File: config.mk
export PLATFORM = sky130hd
export DESIGN_NAME = mem_port_arbiter
export DESIGN_NICKNAME = d
export VERILOG_FILES = /design/src/rtl/mem_arb_pkg.sv /design/src/rtl/mem_lane_fmt.sv /design/src/rtl/mem_port_arbiter.sv
export SDC_FILE = /design/constraint.sdc
export NUM_CORES = 1
export LEC_CHECK = 0
export CAP_MARGIN = 30
export CORE_MARGIN = 2
export CORE_UTILIZATION = 51
export CTS_CLUSTER_SIZE = 40
export DETAILED_ROUTE_END_ITERATION = 6
export GPL_TIMING_DRIVEN = 0
export PLACE_DENSITY_LB_ADDON = 0.25
export SYNTH_ARGS = -nofsm -noshare
export SYNTH_HDL_FRONTEND = slang
export SYNTH_HIERARCHICAL = 1
export SYNTH_SLANG_ARGS = --single-unit
File: constraint.sdc
create_clock -name clk -period 3.15 [get_ports clk]
set_input_delay 0.4725 -clock clk [delete_from_list [all_inputs] [get_ports clk]]
set_output_delay 0.4725 -clock clk [all_outputs]
set_load 0.005 [all_outputs]
File: src/rtl/mem_arb_pkg.sv
// Shared types and decoder access-mode encodings for the memory port arbiter.
package mem_arb_pkg;

  typedef enum logic [1:0] {
    ARB_IDLE    = 2'd0,
    ARB_WAIT_IF = 2'd1,
    ARB_WAIT_DM = 2'd2,
    ARB_RESP    = 2'd3
  } arb_state_t;

  localparam logic [2:0] MEM_B    = 3'b000;
  localparam logic [2:0] MEM_H    = 3'b001;
  localparam logic [2:0] MEM_W    = 3'b010;
  localparam logic [2:0] MEM_BU   = 3'b011;
  localparam logic [2:0] MEM_HU   = 3'b100;
  localparam logic [2:0] MEM_NONE = 3'b111;

  localparam int NUM_LANES = 4;
  localparam int LANE_W    = 8;

endpackage

File: src/rtl/mem_lane_fmt.sv
// Combinational byte-lane formatting: store enables/replication, load extension,
// and legality/alignment check of a data-side request.
module mem_lane_fmt
  import mem_arb_pkg::*;
(
  input  logic                             rd,
  input  logic                             wr,
  input  logic [2:0]                       mode,
  input  logic [1:0]                       off,
  input  logic [NUM_LANES*LANE_W-1:0]      wdata,
  output logic [NUM_LANES-1:0]             be,
  output logic [NUM_LANES*LANE_W-1:0]      wdata_rep,
  output logic                             err,
  input  logic [2:0]                       ld_mode,
  input  logic [1:0]                       ld_off,
  input  logic [NUM_LANES*LANE_W-1:0]      rdata_raw,
  output logic [NUM_LANES*LANE_W-1:0]      rdata_ext
);

  logic [LANE_W-1:0]   ld_byte;
  logic [2*LANE_W-1:0] ld_half;

  always_comb begin
    be        = 4'hF;
    wdata_rep = '0;
    if (wr) begin
      case (mode)
        MEM_B:   begin be = 4'b0001 << off; wdata_rep = {4{wdata[7:0]}};  end
        MEM_H:   begin be = 4'b0011 << off; wdata_rep = {2{wdata[15:0]}}; end
        default: begin be = 4'hF;           wdata_rep = wdata;            end
      endcase
    end
  end

  // Unassigned encodings (101, 110) are rejected along with MEM_NONE.
  always_comb begin
    err = rd & wr;
    case (mode)
      MEM_B, MEM_BU: ;
      MEM_H, MEM_HU: if (off[0]) err = 1'b1;
      MEM_W:         if (off != 2'b00) err = 1'b1;
      default:       err = 1'b1;
    endcase
    if (wr && (mode == MEM_BU || mode == MEM_HU)) err = 1'b1;
  end

  always_comb begin
    ld_byte   = rdata_raw[{ld_off, 3'b000} +: LANE_W];
    ld_half   = ld_off[1] ? rdata_raw[31:16] : rdata_raw[15:0];
    rdata_ext = rdata_raw;
    case (ld_mode)
      MEM_B:   rdata_ext = {{24{ld_byte[7]}}, ld_byte};
      MEM_H:   rdata_ext = {{16{ld_half[15]}}, ld_half};
      MEM_BU:  rdata_ext = {24'h0, ld_byte};
      MEM_HU:  rdata_ext = {16'h0, ld_half};
      default: rdata_ext = rdata_raw;
    endcase
  end

endmodule

File: src/rtl/mem_port_arbiter.sv
// Shares one memory port between instruction fetch and load/store: arbitration,
// req/ack sequencing with timeout, and registered one-cycle completion pulses.
module mem_port_arbiter
  import mem_arb_pkg::*;
#(
  parameter int TIMEOUT    = 16,
  parameter int FAIR_LIMIT = 4
) (
  input  logic        clk,
  input  logic        rst,
  input  logic        if_req,
  input  logic [31:0] if_addr,
  output logic        if_done,
  output logic [31:0] if_rdata,
  output logic        if_err,
  input  logic        dm_rd_en,
  input  logic        dm_wr_en,
  input  logic [2:0]  dm_acc_mode,
  input  logic [31:0] dm_addr,
  input  logic [31:0] dm_wdata,
  output logic        dm_done,
  output logic [31:0] dm_rdata,
  output logic        dm_err,
  output logic        mem_req,
  output logic        mem_we,
  output logic [31:0] mem_addr,
  output logic [3:0]  mem_be,
  output logic [31:0] mem_wdata,
  input  logic        mem_ack,
  input  logic [31:0] mem_rdata
);

  localparam int TO_W   = $clog2(TIMEOUT + 1);
  localparam int FAIR_W = $clog2(FAIR_LIMIT + 1);

  arb_state_t        state;
  logic [TO_W-1:0]   to_cnt;
  logic [FAIR_W-1:0] fair_cnt;
  logic [2:0]        ld_mode;
  logic [1:0]        ld_off;

  logic        dm_req, pick_if, dm_chk_err;
  logic [3:0]  st_be;
  logic [31:0] st_wdata, ld_data;

  assign dm_req  = dm_rd_en | dm_wr_en;
  assign pick_if = if_req & (~dm_req | (fair_cnt == FAIR_W'(FAIR_LIMIT)));

  mem_lane_fmt u_fmt (
    .rd        (dm_rd_en),
    .wr        (dm_wr_en),
    .mode      (dm_acc_mode),
    .off       (dm_addr[1:0]),
    .wdata     (dm_wdata),
    .be        (st_be),
    .wdata_rep (st_wdata),
    .err       (dm_chk_err),
    .ld_mode   (ld_mode),
    .ld_off    (ld_off),
    .rdata_raw (mem_rdata),
    .rdata_ext (ld_data)
  );

  always_ff @(posedge clk) begin
    if (rst) begin
      state     <= ARB_IDLE;
      to_cnt    <= '0;
      fair_cnt  <= '0;
      ld_mode   <= '0;
      ld_off    <= '0;
      if_done   <= 1'b0;
      if_rdata  <= '0;
      if_err    <= 1'b0;
      dm_done   <= 1'b0;
      dm_rdata  <= '0;
      dm_err    <= 1'b0;
      mem_req   <= 1'b0;
      mem_we    <= 1'b0;
      mem_addr  <= '0;
      mem_be    <= '0;
      mem_wdata <= '0;
    end else begin
      if_done <= 1'b0;
      dm_done <= 1'b0;
      if (!if_req) fair_cnt <= '0;
      case (state)
        ARB_IDLE: begin
          if (pick_if) begin
            fair_cnt <= '0;
            if (if_addr[1:0] != 2'b00) begin
              state   <= ARB_RESP;
              if_done <= 1'b1;
              if_err  <= 1'b1;
            end else begin
              state     <= ARB_WAIT_IF;
              to_cnt    <= '0;
              mem_req   <= 1'b1;
              mem_we    <= 1'b0;
              mem_addr  <= {if_addr[31:2], 2'b00};
              mem_be    <= 4'hF;
              mem_wdata <= '0;
            end
          end else if (dm_req) begin
            if (if_req) fair_cnt <= fair_cnt + 1'b1;
            ld_mode <= dm_acc_mode;
            ld_off  <= dm_addr[1:0];
            if (dm_chk_err) begin
              state   <= ARB_RESP;
              dm_done <= 1'b1;
              dm_err  <= 1'b1;
            end else begin
              state     <= ARB_WAIT_DM;
              to_cnt    <= '0;
              mem_req   <= 1'b1;
              mem_we    <= dm_wr_en;
              mem_addr  <= {dm_addr[31:2], 2'b00};
              mem_be    <= st_be;
              mem_wdata <= st_wdata;
            end
          end
        end
        ARB_WAIT_IF, ARB_WAIT_DM: begin
          // Either an ack or the last allowed cycle closes the access.
          if (mem_ack || to_cnt == TO_W'(TIMEOUT - 1)) begin
            state     <= ARB_RESP;
            to_cnt    <= '0;
            mem_req   <= 1'b0;
            mem_we    <= 1'b0;
            mem_addr  <= '0;
            mem_be    <= '0;
            mem_wdata <= '0;
            if (state == ARB_WAIT_IF) begin
              if_done  <= 1'b1;
              if_err   <= ~mem_ack;
              if_rdata <= mem_ack ? mem_rdata : '0;
            end else begin
              dm_done  <= 1'b1;
              dm_err   <= ~mem_ack;
              dm_rdata <= (mem_ack && !mem_we) ? ld_data : '0;
            end
          end else begin
            to_cnt <= to_cnt + 1'b1;
          end
        end
        default: begin
          state    <= ARB_IDLE;
          if_err   <= 1'b0;
          if_rdata <= '0;
          dm_err   <= 1'b0;
          dm_rdata <= '0;
        end
      endcase
    end
  end

endmodule

==> metrics.md, run 1 <==
| Metric | Value |
|---|---|
| Placed Area | 11400 um2 |
| Clock-pin slew on the worst setup and hold paths | 0.06 ns |
| Post-synthesis mux area share | 10.8% |
| Largest net degree at the start of global routing | 17 |
| Fin. max-slew vios | 0 |
| Simple-gate share of the synthesized area | 21.0% |
| Seq/Total Area, Yosys | 36.0% |
| Max VDD drop | 0.000538 V |
| CP endpoint kind | flip-flop |
| CTS Buf Count | 17 |
| RSZ-0062 raised after global routing | no |
| Final min period | 3.01 ns |
| DRC violations left | 0 |
| Async set or reset register ratio after synthesis | 0% |
| Startpoint Class | primary input |
| Hold Fails Final Rpt | 0 |
| Post-synth EDFFs | 0 |
| Highest Clock Rate | 333 MHz |
| Drt pass-1 iters | 5 |
| Site row count | 46 |
| Layout Nets | 1491 |
| Initial antenna violation count | 0 |
| Critical path class | in -> reg |
| Setup TNS | 0 ns |
| Final Cell Area | 12000 um2 |
| Flops & latches, synth | 151 |
| Share of cells above drive strength 1 | 6.33% |
| Vias in the first global route | 8697 |
| 1st-iter DRT viols | 925 |
| Max-slew headroom | 34.4% |
| Ports | 275 |
| Switching share of power | 39.2% |
| Clk buf depth | 2 |
| Status | finished clean |
| WL/cell | 18.7 um |
| Post-Synth Adder-Cell Area | 1.34% |
| Clk_skew | 0.00755 ns |
| Largest family of logic cells by synthesized area | compound AO/OA/AOI/OAI gates |
| Worst slew pin tran | 0.976 ns |
| Post-layout util | 74.7% |
| Final wirelength | 29500 um |
| Diodes inserted | 0 |
| Synth Area per Inst | 7.96 um2 |
| Compound-Gate Fraction of Synth Area | 23.4% |
| Switching power | 3650 uW |
| Clk root buf | clkbuf_16 |
| Vias/cell | 5.88 |
| PwrDens | 778 nW/um2 |
| Leakage power | 0.00457 uW |
| CTS Sinks | 151 |
| XOR/XNOR Fraction of Synth Area | 0% |
| Gate power share | 50.8% |
| Cells after Synth | 1055 |
| Max cap viols | 0 |
| Final Cycle Share | 95.4% |
| Critical Path Fanout Max | 10 |
| Top FF cell, synth | dfxtp_1 |
| Initial Utilization | 52.5% |
| Req. time, crit path | 3.49 ns |
| Die Y | 132 um |
| Clk_lat worst skew | 0.43 ns |
| Final setup fails | 0 |
| Mapped cell area | 8400 um2 |
| WP data arrival | 3.35 ns |
| Antenna-violating nets left | 0 |
| IO Port Bufs | 270 |
| Sequential share of power | 27.7% |
| Hpwl dp | 21700 um |
| GR Overflow Total | 0 |
| Internal Pwr Total | 5660 uW |
| H-tree level count | 4 |
| Synthesis-to-layout area growth | 42.4% |
| Gpl congestion | 0.928 |
| Placed insts | 1542 |
| Total GRT Usage | 32.7% |
| First-pass GRT wire length | 46000 um |
| Synth unique cells | 64 |
| HP Class | reg -> reg |
| Die Wd | 132 um |
| Clk pwr share | 21.5% |
| DIE AREA | 17500 um2 |
| Post-route insts no fill | 1574 |
| Vias | 9254 |
| CTS tree | built |
| Core Footprint | 16000 um2 |
| Synthesis warning total | 6 |
[per-layer routing]
metal / global-route usage, % / vias to the layer above / wire (um)
met5: 0 / - / 0
met4: 16.5 / 0 / 1300
met3: 8.34 / 96 / 2710
met2: 54.0 / 542 / 13800
met1: 39.6 / 4307 / 11700
li1: - / 4309 / -
[metrics by stage]
step                setup WS, ns  hold slack, ns  total power, uW
global placement          -0.234           0.439             7150
detailed placement        -0.304           0.443             7220
global route               0.117           0.476             9790
CTS                        0.104           0.451             9240
floorplan                  0.963           0.448             5520
finish                     0.145           0.450             9310
[state kept, by name, indices dropped and copies added (netlist names)]
name       flops
to_cnt         5
dm_err         1
fair_cnt       3
mem_be         4
if_done        1
mem_we         1
dm_done        1
ld_off         2
mem_req        1
if_rdata      32
mem_wdata     32
ld_mode        3
state          2
dm_rdata      32
if_err         1
mem_addr      30
[kinds of logic (layout without fill, tap and decap cells)]
logic type / count (synthesis) / after routing
buffers and inverters: 121 / 423
other: 1 / 2
DFF: 151 / 151
AOI/OAI and AO/OA: 291 / 291
and+or+nand+nor: 393 / 393
adders and majority gates: 9 / 9
muxes: 89 / 89
[synthesized netlist by cell type (17+ instances only)]
library cell  instances  share of area [%]
a211o_1              30                3.1
a21boi_0             17                1.5
a21o_1               21                1.9
a21oi_1              80                4.8
a31oi_1              17                1.3
clkbuf_1             72                3.2
dfxtp_1             151                 36
inv_1                18               0.80
mux2i_1              88                 10
nand2_1             214                9.6
nand3_1              98                5.8
nor2_1               27                1.2
o21ai_0              57                3.4
[layout by cell type (no fill, tap or decap), types with 4 or more instances in the layout]
master / n
nor2_1: 27
clkbuf_8: 4
nand2_1: 214
a221oi_1: 8
clkdlybuf4s50_1: 270
nand3_1: 98
nand2b_1: 13
clkbuf_16: 17
o211a_1: 8
and2_1: 10
clkbuf_1: 71
a31oi_1: 17
a211oi_1: 9
o211ai_1: 12
o31ai_1: 4
buf_2: 15
clkinvlp_4: 4
buf_12: 7
inv_1: 18
clkinv_2: 4
a21o_1: 21
o21ai_0: 57
o2bb2ai_1: 4
ha_1: 9
nor3_1: 7
mux2i_1: 88
a211o_1: 30
or3_1: 4
a21boi_0: 17
a21oi_1: 79
a21o_2: 5
dfxtp_1: 151
[power by group through the flow]
| stage | Combinational (uW) | Clock (uW) | Sequential [uW] |
|---|---|---|---|
| floorplan | 2940 | 0 | 2590 |
| global placement | 4560 | 0 | 2590 |
| detailed placement | 4620 | 0 | 2600 |
| CTS | 4670 | 2000 | 2570 |
| global route | 5080 | 2090 | 2620 |
| finish | 4730 | 2000 | 2570 |
[critical path, stage by stage]
cell	delay [ns]
clkdlybuf4s50_1	0.73
clkbuf_1	0.39
clkbuf_2	0.31
o21ai_0	0.13
nand3_1	0.20
nand2_1	0.13
a21o_1	0.25
nand4_2	0.15
buf_12	0.18
buf_12	0.16
mux2i_1	0.25
[cell type report]
class,count,area [um2]
repair buffers,270,2700
plain buffers,102,552
multi-input cells,784,4760
clock buffers,21,480
clock inverters,11,97.6
flip-flops and latches,151,3020
well taps,216,270
inverters,19,71.3
fillers,1274,4040
[path summary, 6_finish.rpt]
check	start	endpoint	slack, ns	cells past startpoint
min	dm_rdata[28]	dm_rdata[28]	0.45	2
min reg2reg	dm_rdata[28]	dm_rdata[28]	0.45	2
max reg2reg	to_cnt[0]	if_rdata[1]	0.49	9
max	dm_wr_en	mem_wdata[31]	0.14	11
[repair_timing]
item	in CTS	in global routing
endpoints found under the setup margin	0	19
buffers inserted	0	0
hold buffers	0	0
gates resized for setup	0	3
No activity file was read; power rests on OpenSTA's default activity.
==> run 2, diff against run 1 <==
CAP_MARGIN = unset   (was 30)
==> results of run 2 <==
No change in the layout: final DEF, timing and power equal those of run 1.
